### config.mk
export PLATFORM = sky130hd
export DESIGN_NAME = sdram_arbiter_flat
export DESIGN_NICKNAME = d
export VERILOG_FILES = /design/src/rtl/sdram_arbiter_pkg.sv /design/src/rtl/sdram_arbiter_if.sv /design/src/rtl/sdram_arbiter.sv /design/src/flat_wrapper.sv
export SDC_FILE = /design/constraint.sdc
export NUM_CORES = 1
export LEC_CHECK = 0
export BUFFER_PORTS_ARGS = -buffer_cell sky130_fd_sc_hd__buf_2
export CORE_MARGIN = 4
export CORE_UTILIZATION = 45
export DETAILED_ROUTE_END_ITERATION = 7
export PLACE_DENSITY = 0.8
export SLEW_MARGIN = 20
export SYNTH_ARGS = -nofsm -noshare
export SYNTH_HDL_FRONTEND = slang
export SYNTH_SLANG_ARGS = --single-unit
### constraint.sdc
create_clock -name clk -period 1.9 [get_ports clk]
set_input_delay 0.38 -clock clk [delete_from_list [all_inputs] [get_ports clk]]
set_output_delay 0.38 -clock clk [all_outputs]
set_load 0.1 [all_outputs]
### src/rtl/sdram_arbiter_pkg.sv
// Shared types and encodings for the two-port SDRAM arbiter.
// Imported by the arbiter, its bus interface and the testbench.
package sdram_arb_pkg;

  localparam int ADDR_W = 25;
  localparam int DATA_W = 32;

  typedef enum logic [1:0] {
    IDLE = 2'd0,
    BUSY = 2'd1,
    RESP = 2'd2
  } state_e;

  localparam logic PORT_CPU = 1'b0;
  localparam logic PORT_AUX = 1'b1;

  localparam logic [1:0] DW_BYTE = 2'b00;
  localparam logic [1:0] DW_HALF = 2'b01;
  localparam logic [1:0] DW_WORD = 2'b10;

  // One request's worth of controller fields, latched at grant time.
  typedef struct packed {
    logic [ADDR_W-1:0] addr;
    logic              write;
    logic [DATA_W-1:0] wdata;
    logic [1:0]        dwidth;
  } mem_req_t;

  // Port 0 has fixed priority unless port 1 has waited long enough.
  function automatic logic pick_port(input logic r0, input logic r1, input logic starved);
    return (r1 && (!r0 || starved)) ? PORT_AUX : PORT_CPU;
  endfunction

endpackage

### src/rtl/sdram_arbiter_if.sv
// Bus bundle between the two requesters, the arbiter and the SDRAM controller.
// slave = arbiter view; master = the environment around it (requesters + controller).
interface sdram_arbiter_if;
  import sdram_arb_pkg::*;

  logic              p0_req;
  logic [ADDR_W-1:0] p0_addr;
  logic              p0_write;
  logic [DATA_W-1:0] p0_wdata;
  logic [1:0]        p0_dwidth;
  logic              p0_ack;
  logic [DATA_W-1:0] p0_rdata;

  logic              p1_req;
  logic [ADDR_W-1:0] p1_addr;
  logic              p1_write;
  logic [DATA_W-1:0] p1_wdata;
  logic [1:0]        p1_dwidth;
  logic              p1_ack;
  logic [DATA_W-1:0] p1_rdata;

  logic              sdram_enable;
  logic [ADDR_W-1:0] sdram_addr;
  logic              sdram_write;
  logic [DATA_W-1:0] sdram_wdata;
  logic [1:0]        sdram_dwidth;
  logic [DATA_W-1:0] sdram_rdata;
  logic              sdram_ready;

  modport slave (
    input  p0_req, p0_addr, p0_write, p0_wdata, p0_dwidth,
    input  p1_req, p1_addr, p1_write, p1_wdata, p1_dwidth,
    input  sdram_rdata, sdram_ready,
    output p0_ack, p0_rdata, p1_ack, p1_rdata,
    output sdram_enable, sdram_addr, sdram_write, sdram_wdata, sdram_dwidth
  );

  modport master (
    output p0_req, p0_addr, p0_write, p0_wdata, p0_dwidth,
    output p1_req, p1_addr, p1_write, p1_wdata, p1_dwidth,
    output sdram_rdata, sdram_ready,
    input  p0_ack, p0_rdata, p1_ack, p1_rdata,
    input  sdram_enable, sdram_addr, sdram_write, sdram_wdata, sdram_dwidth
  );

endinterface

### src/rtl/sdram_arbiter.sv
// Shares one SDRAM controller port between the CPU (port 0) and an auxiliary master (port 1).
// Fixed port-0 priority, bounded by a starvation counter that eventually forces a port-1 grant.
module sdram_arbiter
  import sdram_arb_pkg::*;
#(
  parameter int STARVE_LIMIT = 4
) (
  input  logic            clk,
  input  logic            rst,
  sdram_arbiter_if.slave  bus,
  output logic            busy,
  output logic            owner
);

  localparam logic [3:0] LIMIT = 4'(STARVE_LIMIT);

  state_e            state, state_nxt;
  mem_req_t          lat_q, lat_d;
  logic              enable_q, enable_d;
  logic              ack0_q, ack0_d, ack1_q, ack1_d;
  logic [DATA_W-1:0] rdata0_q, rdata0_d, rdata1_q, rdata1_d;
  logic              busy_d, owner_d;
  logic [3:0]        starve_cnt, starve_cnt_nxt;

  logic     any_req, starved, winner;
  mem_req_t p0_fields, p1_fields;

  assign any_req   = bus.p0_req | bus.p1_req;
  assign starved   = (starve_cnt == LIMIT);
  assign winner    = pick_port(bus.p0_req, bus.p1_req, starved);
  assign p0_fields = {bus.p0_addr, bus.p0_write, bus.p0_wdata, bus.p0_dwidth};
  assign p1_fields = {bus.p1_addr, bus.p1_write, bus.p1_wdata, bus.p1_dwidth};

  // NOTE: sequential state uses non-blocking assignments so every register
  // samples pre-edge values regardless of process ordering.
  always_ff @(posedge clk) begin
    if (rst) state <= IDLE;
    else     state <= state_nxt;
  end

  always_comb begin
    // NOTE: every combinational output gets a default first; a missing branch
    // would otherwise infer a latch.
    state_nxt = state;
    case (state)
      IDLE:    if (any_req) state_nxt = BUSY;
      BUSY:    if (bus.sdram_ready) state_nxt = RESP;
      RESP:    state_nxt = IDLE;
      default: state_nxt = IDLE;
    endcase
  end

  // Next values for the registered outputs; sdram_ready is only honoured in BUSY.
  always_comb begin
    lat_d          = lat_q;
    enable_d       = 1'b0;
    ack0_d         = 1'b0;
    ack1_d         = 1'b0;
    rdata0_d       = rdata0_q;
    rdata1_d       = rdata1_q;
    owner_d        = owner;
    busy_d         = (state_nxt != IDLE);
    starve_cnt_nxt = starve_cnt;

    case (state)
      IDLE: begin
        if (any_req) begin
          lat_d    = (winner == PORT_AUX) ? p1_fields : p0_fields;
          owner_d  = winner;
          enable_d = 1'b1;
          if (winner == PORT_AUX)
            starve_cnt_nxt = 4'd0;
          else if (bus.p1_req && starve_cnt < LIMIT)
            starve_cnt_nxt = starve_cnt + 4'd1;
        end
      end
      BUSY: begin
        if (bus.sdram_ready) begin
          if (owner == PORT_AUX) begin
            ack1_d   = 1'b1;
            rdata1_d = bus.sdram_rdata;
          end else begin
            ack0_d   = 1'b1;
            rdata0_d = bus.sdram_rdata;
          end
        end else begin
          enable_d = 1'b1;
        end
      end
      default: ;
    endcase
  end

  // NOTE: these are plain registers, not a memory array, so all of them take a
  // reset value; rdata included, since requesters may look at it before any ack.
  always_ff @(posedge clk) begin
    if (rst) begin
      lat_q      <= '0;
      enable_q   <= 1'b0;
      ack0_q     <= 1'b0;
      ack1_q     <= 1'b0;
      rdata0_q   <= '0;
      rdata1_q   <= '0;
      owner      <= PORT_CPU;
      busy       <= 1'b0;
      starve_cnt <= 4'd0;
    end else begin
      lat_q      <= lat_d;
      enable_q   <= enable_d;
      ack0_q     <= ack0_d;
      ack1_q     <= ack1_d;
      rdata0_q   <= rdata0_d;
      rdata1_q   <= rdata1_d;
      owner      <= owner_d;
      busy       <= busy_d;
      starve_cnt <= starve_cnt_nxt;
    end
  end

  assign bus.sdram_enable = enable_q;
  assign bus.sdram_addr   = lat_q.addr;
  assign bus.sdram_write  = lat_q.write;
  assign bus.sdram_wdata  = lat_q.wdata;
  assign bus.sdram_dwidth = lat_q.dwidth;
  assign bus.p0_ack       = ack0_q;
  assign bus.p1_ack       = ack1_q;
  assign bus.p0_rdata     = rdata0_q;
  assign bus.p1_rdata     = rdata1_q;

endmodule

### src/flat_wrapper.sv
// flat-port wrapper written by rule: the top's interface ports become plain ports
module sdram_arbiter_flat import sdram_arb_pkg::*;
#(
  parameter int STARVE_LIMIT = 4
)
  (clk, rst, busy, owner, bus_p0_req, bus_p0_addr, bus_p0_write, bus_p0_wdata, bus_p0_dwidth, bus_p1_req, bus_p1_addr, bus_p1_write, bus_p1_wdata, bus_p1_dwidth, bus_sdram_rdata, bus_sdram_ready, bus_p0_ack, bus_p0_rdata, bus_p1_ack, bus_p1_rdata, bus_sdram_enable, bus_sdram_addr, bus_sdram_write, bus_sdram_wdata, bus_sdram_dwidth);
  sdram_arbiter_if bus_i ();
  input  logic clk;
  input  logic rst;
  output logic busy;
  output logic owner;
  input wire logic [$bits(bus_i.p0_req)-1:0] bus_p0_req;
  input wire logic [$bits(bus_i.p0_addr)-1:0] bus_p0_addr;
  input wire logic [$bits(bus_i.p0_write)-1:0] bus_p0_write;
  input wire logic [$bits(bus_i.p0_wdata)-1:0] bus_p0_wdata;
  input wire logic [$bits(bus_i.p0_dwidth)-1:0] bus_p0_dwidth;
  input wire logic [$bits(bus_i.p1_req)-1:0] bus_p1_req;
  input wire logic [$bits(bus_i.p1_addr)-1:0] bus_p1_addr;
  input wire logic [$bits(bus_i.p1_write)-1:0] bus_p1_write;
  input wire logic [$bits(bus_i.p1_wdata)-1:0] bus_p1_wdata;
  input wire logic [$bits(bus_i.p1_dwidth)-1:0] bus_p1_dwidth;
  input wire logic [$bits(bus_i.sdram_rdata)-1:0] bus_sdram_rdata;
  input wire logic [$bits(bus_i.sdram_ready)-1:0] bus_sdram_ready;
  output wire logic [$bits(bus_i.p0_ack)-1:0] bus_p0_ack;
  output wire logic [$bits(bus_i.p0_rdata)-1:0] bus_p0_rdata;
  output wire logic [$bits(bus_i.p1_ack)-1:0] bus_p1_ack;
  output wire logic [$bits(bus_i.p1_rdata)-1:0] bus_p1_rdata;
  output wire logic [$bits(bus_i.sdram_enable)-1:0] bus_sdram_enable;
  output wire logic [$bits(bus_i.sdram_addr)-1:0] bus_sdram_addr;
  output wire logic [$bits(bus_i.sdram_write)-1:0] bus_sdram_write;
  output wire logic [$bits(bus_i.sdram_wdata)-1:0] bus_sdram_wdata;
  output wire logic [$bits(bus_i.sdram_dwidth)-1:0] bus_sdram_dwidth;
  assign bus_i.p0_req = bus_p0_req;
  assign bus_i.p0_addr = bus_p0_addr;
  assign bus_i.p0_write = bus_p0_write;
  assign bus_i.p0_wdata = bus_p0_wdata;
  assign bus_i.p0_dwidth = bus_p0_dwidth;
  assign bus_i.p1_req = bus_p1_req;
  assign bus_i.p1_addr = bus_p1_addr;
  assign bus_i.p1_write = bus_p1_write;
  assign bus_i.p1_wdata = bus_p1_wdata;
  assign bus_i.p1_dwidth = bus_p1_dwidth;
  assign bus_i.sdram_rdata = bus_sdram_rdata;
  assign bus_i.sdram_ready = bus_sdram_ready;
  assign bus_p0_ack = bus_i.p0_ack;
  assign bus_p0_rdata = bus_i.p0_rdata;
  assign bus_p1_ack = bus_i.p1_ack;
  assign bus_p1_rdata = bus_i.p1_rdata;
  assign bus_sdram_enable = bus_i.sdram_enable;
  assign bus_sdram_addr = bus_i.sdram_addr;
  assign bus_sdram_write = bus_i.sdram_write;
  assign bus_sdram_wdata = bus_i.sdram_wdata;
  assign bus_sdram_dwidth = bus_i.sdram_dwidth;
  sdram_arbiter #(.STARVE_LIMIT(STARVE_LIMIT)) u_core (.clk(clk), .rst(rst), .bus(bus_i), .busy(busy), .owner(owner));
endmodule
Yosys cells after proc, flatten, opt, wreduce, memory -nomap -nowiden
Cells that the tools add are included.
{"block": "word_totals", "latch_bits": 0, "mem_count": 0, "romBits": 0, "word_cells": 45, "ramBits": 0, "inputBits": 157, "reg_bits": 135}
{"block": "classes", "mux": 12, "shift": 0, "bitwise": 4, "div": 0, "reduce_logical": 12, "addsub": 1, "magnitude_cmp": 1, "multipliers": 0, "n_eq_ne": 2}
{"op": "$mux W60", "count": 1}
{"op": "$reduce_and A3 Y1", "count": 3}
{"op": "$mux W4", "count": 2}
{"op": "$mux W1", "count": 5}
{"op": "$add A4 B1 Y4 const B", "count": 1}
{"op": "$eq A4 B3 Y1 const B", "count": 1}
{"op": "$lt A4 B3 Y1 const B", "count": 1}
{"op": "$mux W2", "count": 2}
{"op": "$pmux W2 S2", "count": 1}
{"op": "$reduce_bool A2 Y1", "count": 2}
{"op": "$not A1 Y1", "count": 3}
{"op": "$reduce_or A3 Y1", "count": 1}
{"op": "$eq A2 B1 Y1 const B", "count": 1}
{"op": "$logic_and A1 B1 Y1", "count": 2}
{"op": "$logic_not A2 Y1", "count": 1}
{"op": "$pmux W1 S2", "count": 1}
{"op": "$reduce_and A2 Y1", "count": 1}
{"op": "$logic_not A1 Y1", "count": 1}
{"op": "$logic_or A1 B1 Y1", "count": 1}
{"op": "$or A1 B1 Y1", "count": 1}

Depth between registers and ports, before layout
{"block": "logic_depth", "word_depth": 6, "depth_mapped": 8}

Worst setup path before layout
No wires, ideal clock.
{"block": "synth_path", "path_kind": "flip-flop to flip-flop", "from": "reg u_core.owner", "to": "reg u_core.rdata0_q[13], in the netlist u_core.bus.p0_rdata[13]", "path_stages_with_launch": 6, "period_less_slack_ps": 1864, "setup_ps": 71, "setup_slack_ps": 36, "arrival_ps": 1793, "cell_sequence": "dfxtp_1 -> or2_2 -> clkbuf_1 -> buf_2 -> nand2_1 -> a21oi_1"}
{"block": "synth_between", "elab_chain_cells": 2}
{"item": "start: declaration", "line": "sdram_arbiter.sv:12", "source": "output logic owner"}
{"item": "start signal: assignment", "line": "sdram_arbiter.sv:114", "source": "owner <= owner_d;"}
{"item": "$not A1 Y1 (no line)"}
{"item": "$reduce_and A3 Y1 (no line)"}
{"item": "end signal: assignment", "line": "sdram_arbiter.sv:112", "source": "rdata0_q <= rdata0_d;"}
{"item": "end: declaration", "line": "sdram_arbiter.sv:21", "source": "logic [DATA_W-1:0] rdata0_q, rdata0_d, rdata1_q, rdata1_d;"}
Every way passes these cells.
A chain may end at the register's enable or synchronous reset.

Final worst setup path
{"block": "layout_path", "from": "reg u_core.starve_cnt[0]", "to": "reg u_core.lat_q (netlist bit u_core.bus.sdram_wdata[28])"}
{"block": "layout_between", "elab_chain_cells": 5}
{"item": "start: declaration", "line": "sdram_arbiter.sv:23", "source": "logic [3:0] starve_cnt, starve_cnt_nxt;"}
{"item": "start signal: assignment", "line": "sdram_arbiter.sv:116", "source": "starve_cnt <= starve_cnt_nxt;"}
{"item": "$eq A4 B3 Y1", "line": "sdram_arbiter.sv:29", "source": "assign starved = (starve_cnt == LIMIT);"}
{"item": "$logic_or A1 B1 Y1", "line": "sdram_arbiter_pkg.sv:31", "source": "return (r1 && (!r0 || starved)) ? PORT_AUX : PORT_CPU;"}
{"item": "$logic_and A1 B1 Y1", "line": "sdram_arbiter_pkg.sv:31"}
{"item": "$mux W1", "line": "sdram_arbiter_pkg.sv:31"}
{"item": "$mux W60", "line": "sdram_arbiter.sv:68", "source": "lat_d = (winner == PORT_AUX) ? p1_fields : p0_fields;"}
{"item": "end signal: assignment", "line": "sdram_arbiter.sv:108", "source": "lat_q <= lat_d;"}
{"item": "end: declaration", "line": "sdram_arbiter.sv:18", "source": "mem_req_t lat_q, lat_d;"}
Every way passes these cells.

==> metrics.md <==
| Metric | Value |
|---|---|
| Outcome | `finished, final reports clean` |
| CP Max Fanout | `60` |
| Final worst setup slack | `0.154 ns` |
| Worst path slowest cell | `dfxtp_1` |
| Pint | `0.00574 W` |
| Residual DRC count | `0` |
| CTS Buf Count | `17` |
| All-Layer GR Usage | `22.6%` |
| Die area | `13800 um^2` |
| Syn_nets | `823` |
| Power per standard cell area | `1200 nW/um^2` |
| Placer Congestion | `0.833` |
| Seq/Total Area, Yosys | `50.3%` |
| Startpoint types | `register` |
| GRT busiest layer | `met2` |
| Setup Slack @ Placement | `0.167 ns` |
| Clock power share | `38.2%` |
| Count of cell types in the netlist | `31` |
| Crit-path leading delay family | `compound AO/OA/AOI/OAI gates` |
| First-pass GRT wire length | `25500 um` |
| Worst path bufs/invs | `2` |
| CTS Hold Bufs | `0` |
| Req. time, crit path | `2.21 ns` |
| CTS tree | `done` |
| Core area | `11600 um^2` |
| Met1 Track Usage GR | `25.8%` |
| Initial DRC count | `410` |
| Post-CTS sizing | `0` |
| Hold Crit Class | `input port to register` |
| Area leader, netlist | `dfxtp_1` |
| Synth top area share | `50.3%` |
| Period utilization | `91.9%` |
| Clock transition at path regs | `0.06 ns` |
| Clock skew | `0.00952 ns` |
| CP Capture Type | `register` |
| Layout cell share with drive strength beyond 1 | `37.4%` |
| Setup bufs post-CTS | `0` |
| Critical path class | `register to register` |
| Mapped Avg Cell Area | `8.10 um^2` |
| Row cnt | `39` |
| Max-cap check violation count | `0` |
| Final WL | `16100 um` |
| Top cells by area, synth | `dfxtp_1, nand2_1, a311oi_1` |
| Crit path time final | `1.75 ns` |
| Initial antenna violation count | `0` |
| Average via count per standard cell | `5.05` |
| CP arrival | `2.06 ns` |
| Worst-Skew Late Latency | `0.42 ns` |
| Via count | `5464` |
| DIE HEIGHT | `117 um` |
| Largest net degree at the start of global routing | `64` |
| Psw | `0.00323 W` |
| Seq pwr share | `34.9%` |
| Global route overflow | `0` |
| Post-synth top flop | `dfxtp_1` |
| Setup TNS | `0 ns` |
| Post-route cell area | `7490 um^2` |
| Count leader, synth | `nand2_1` |
| Io pins | `286` |
| Vias in the first global route | `5030` |
| Mapped cell area | `5380 um^2` |
| Max Slew Vio Count | `0` |
| Sw frac | `36.0%` |
| DP HPWL | `11400 um` |
| Longest Clk Path Bufs | `2` |
| Post-synth EDFFs | `0` |
| Setup-violating endpoint count in the final report | `0` |
| Tot Pwr | `0.00896 W` |
| Port buffer count | `285` |
| 1st-pass router iterations | `4` |
| Clock sink count | `135` |
| Top cells by count, synth | `nand2_1, dfxtp_1, nor2_1` |
| Ant diodes | `0` |
| Comb pwr share | `26.9%` |
| Worst slew pin tran | `0.632 ns` |
| Post-Syn Instances | `664` |
| GR Layer Usage met3 | `7.03%` |
| Routed WL per cell | `14.9 um` |
| Die outline width | `117 um` |
| Initial Utilization | `46.5%` |
| Post-synth ARST share | `0%` |
| Unrepaired setup endpoints after global routing | `false` |
| Crit path cell chain | `inv_1 -> ha_1 -> and3b_2 -> o21ai_4 -> buf_12 -> nand2_1 -> a311oi_1` |
| VDD IR max | `0.673 mV` |
| Synth Register Bits | `135` |
| GR Util met2 | `39.7%` |
| Final count of hold timing violations | `0` |
| Synth warn | `0` |
| Synthesis-to-finish area growth | `39.2%` |
| CTS H-tree lvls | `4` |
| Max Clock Freq | `0.573 GHz` |
| Root buffer cell | `clkbuf_16` |
| Lkg Pwr | `3.51 nW` |
| Antenna Violating Nets Remaining | `0` |
| Placed cell area | `6870 um^2` |
| Slew headroom | `57.9%` |
| Number of instances in the placed design | `1051` |
| Finished Layout Cells | `1082` |
| Max stage delay on crit path | `0.35 ns` |
| Nets | `1086` |
## metrics by stage
stage / hold slack, ns / utilization [%]
3_5_place_dp: 0.444 / 59.4
2_1_floorplan: 0.448 / -
4_1_cts: 0.195 / 64.7
3_3_place_gp: 0.439 / 59.4
5_1_grt: 0.204 / 64.7
6_report: 0.212 / 64.7
## area by class of cell
class,count,area (um^2)
multi-input cells,467,2330
inverters,5,18.8
clock inverters,12,176
repair buffers,301,1640
fillers,981,4080
flip-flops and latches,135,2700
well taps,143,179
clock buffers,19,443
## cell usage in the layout (no fill, tap or decap), types with 4 or more instances in the layout
| master | Yosys | routed |
|---|---|---|
| a21oi_1 | 65 | 65 |
| a311oi_1 | 48 | 48 |
| a311oi_2 | 12 | 12 |
| buf_12 | 0 | 7 |
| buf_2 | 23 | 284 |
| buf_4 | 4 | 10 |
| bufinv_16 | 0 | 4 |
| clkbuf_16 | 0 | 17 |
| clkinvlp_4 | 0 | 5 |
| dfxtp_1 | 135 | 135 |
| inv_1 | 5 | 5 |
| nand2_1 | 248 | 248 |
| nor2_1 | 71 | 70 |
## per-layer routing
metal | vias up | wire (um)
met5 | - | 0
met2 | 223 | 8280
met4 | 0 | 316
li1 | 2755 | -
met3 | 22 | 1190
met1 | 2464 | 6340
## power by group through the flow
stage,Combinational [W],Clock (W),Sequential (W)
2_1_floorplan,0.000544,0,0.00455
3_3_place_gp,0.00240,0,0.00317
3_5_place_dp,0.00241,0,0.00318
4_1_cts,0.00242,0.00346,0.00312
5_1_grt,0.00253,0.00359,0.00315
6_report,0.00241,0.00343,0.00312
## final timing paths
check                                       start                                       to  slack, ns  depth (start not counted)
min reg2reg  u_core.bus.p1_rdata[31]$_SDFFE_PP0P_     u_core.bus.p1_rdata[31]$_SDFFE_PP0P_       0.45                          2
max             u_core.starve_cnt[0]$_SDFFE_PP0P_  u_core.bus.sdram_wdata[28]$_SDFFE_PP0P_       0.15                          7
min                            bus_sdram_rdata[1]      u_core.bus.p0_rdata[1]$_SDFFE_PP0P_       0.21                          3
max reg2reg     u_core.starve_cnt[0]$_SDFFE_PP0P_  u_core.bus.sdram_wdata[28]$_SDFFE_PP0P_       0.15                          7
## state kept, by name (all words and copies together) (netlist names)
name / cells
u_core.bus.p0_rdata: 32
u_core.bus.p1_rdata: 32
u_core.bus.sdram_wdata: 32
u_core.bus.sdram_addr: 25
u_core.starve_cnt: 4
u_core.bus.sdram_dwidth: 2
u_core.state: 2
u_core.bus.p0_ack: 1
u_core.bus.p1_ack: 1
u_core.bus.sdram_enable: 1
u_core.bus.sdram_write: 1
u_core.busy: 1
u_core.owner: 1
## kinds of logic after synthesis
group,synth area share (%)
adder cells (fa/ha/maj),0.465
AND/OR/NAND/NOR,23.6
flip-flops,50.3
multiplexers,0.186
buffers and inverters,6.61
AO/OA/AOI/OAI,18.9
## worst reg2reg max path, stage by stage (launching register included)
cell and delay (ns):
dfxtp_1 0.35, inv_1 0.07, ha_1 0.20, and3b_2 0.23, o21ai_4 0.14, buf_12 0.27, nand2_1 0.11, a311oi_1 0.27
Power figures use the tool's default switching activity.
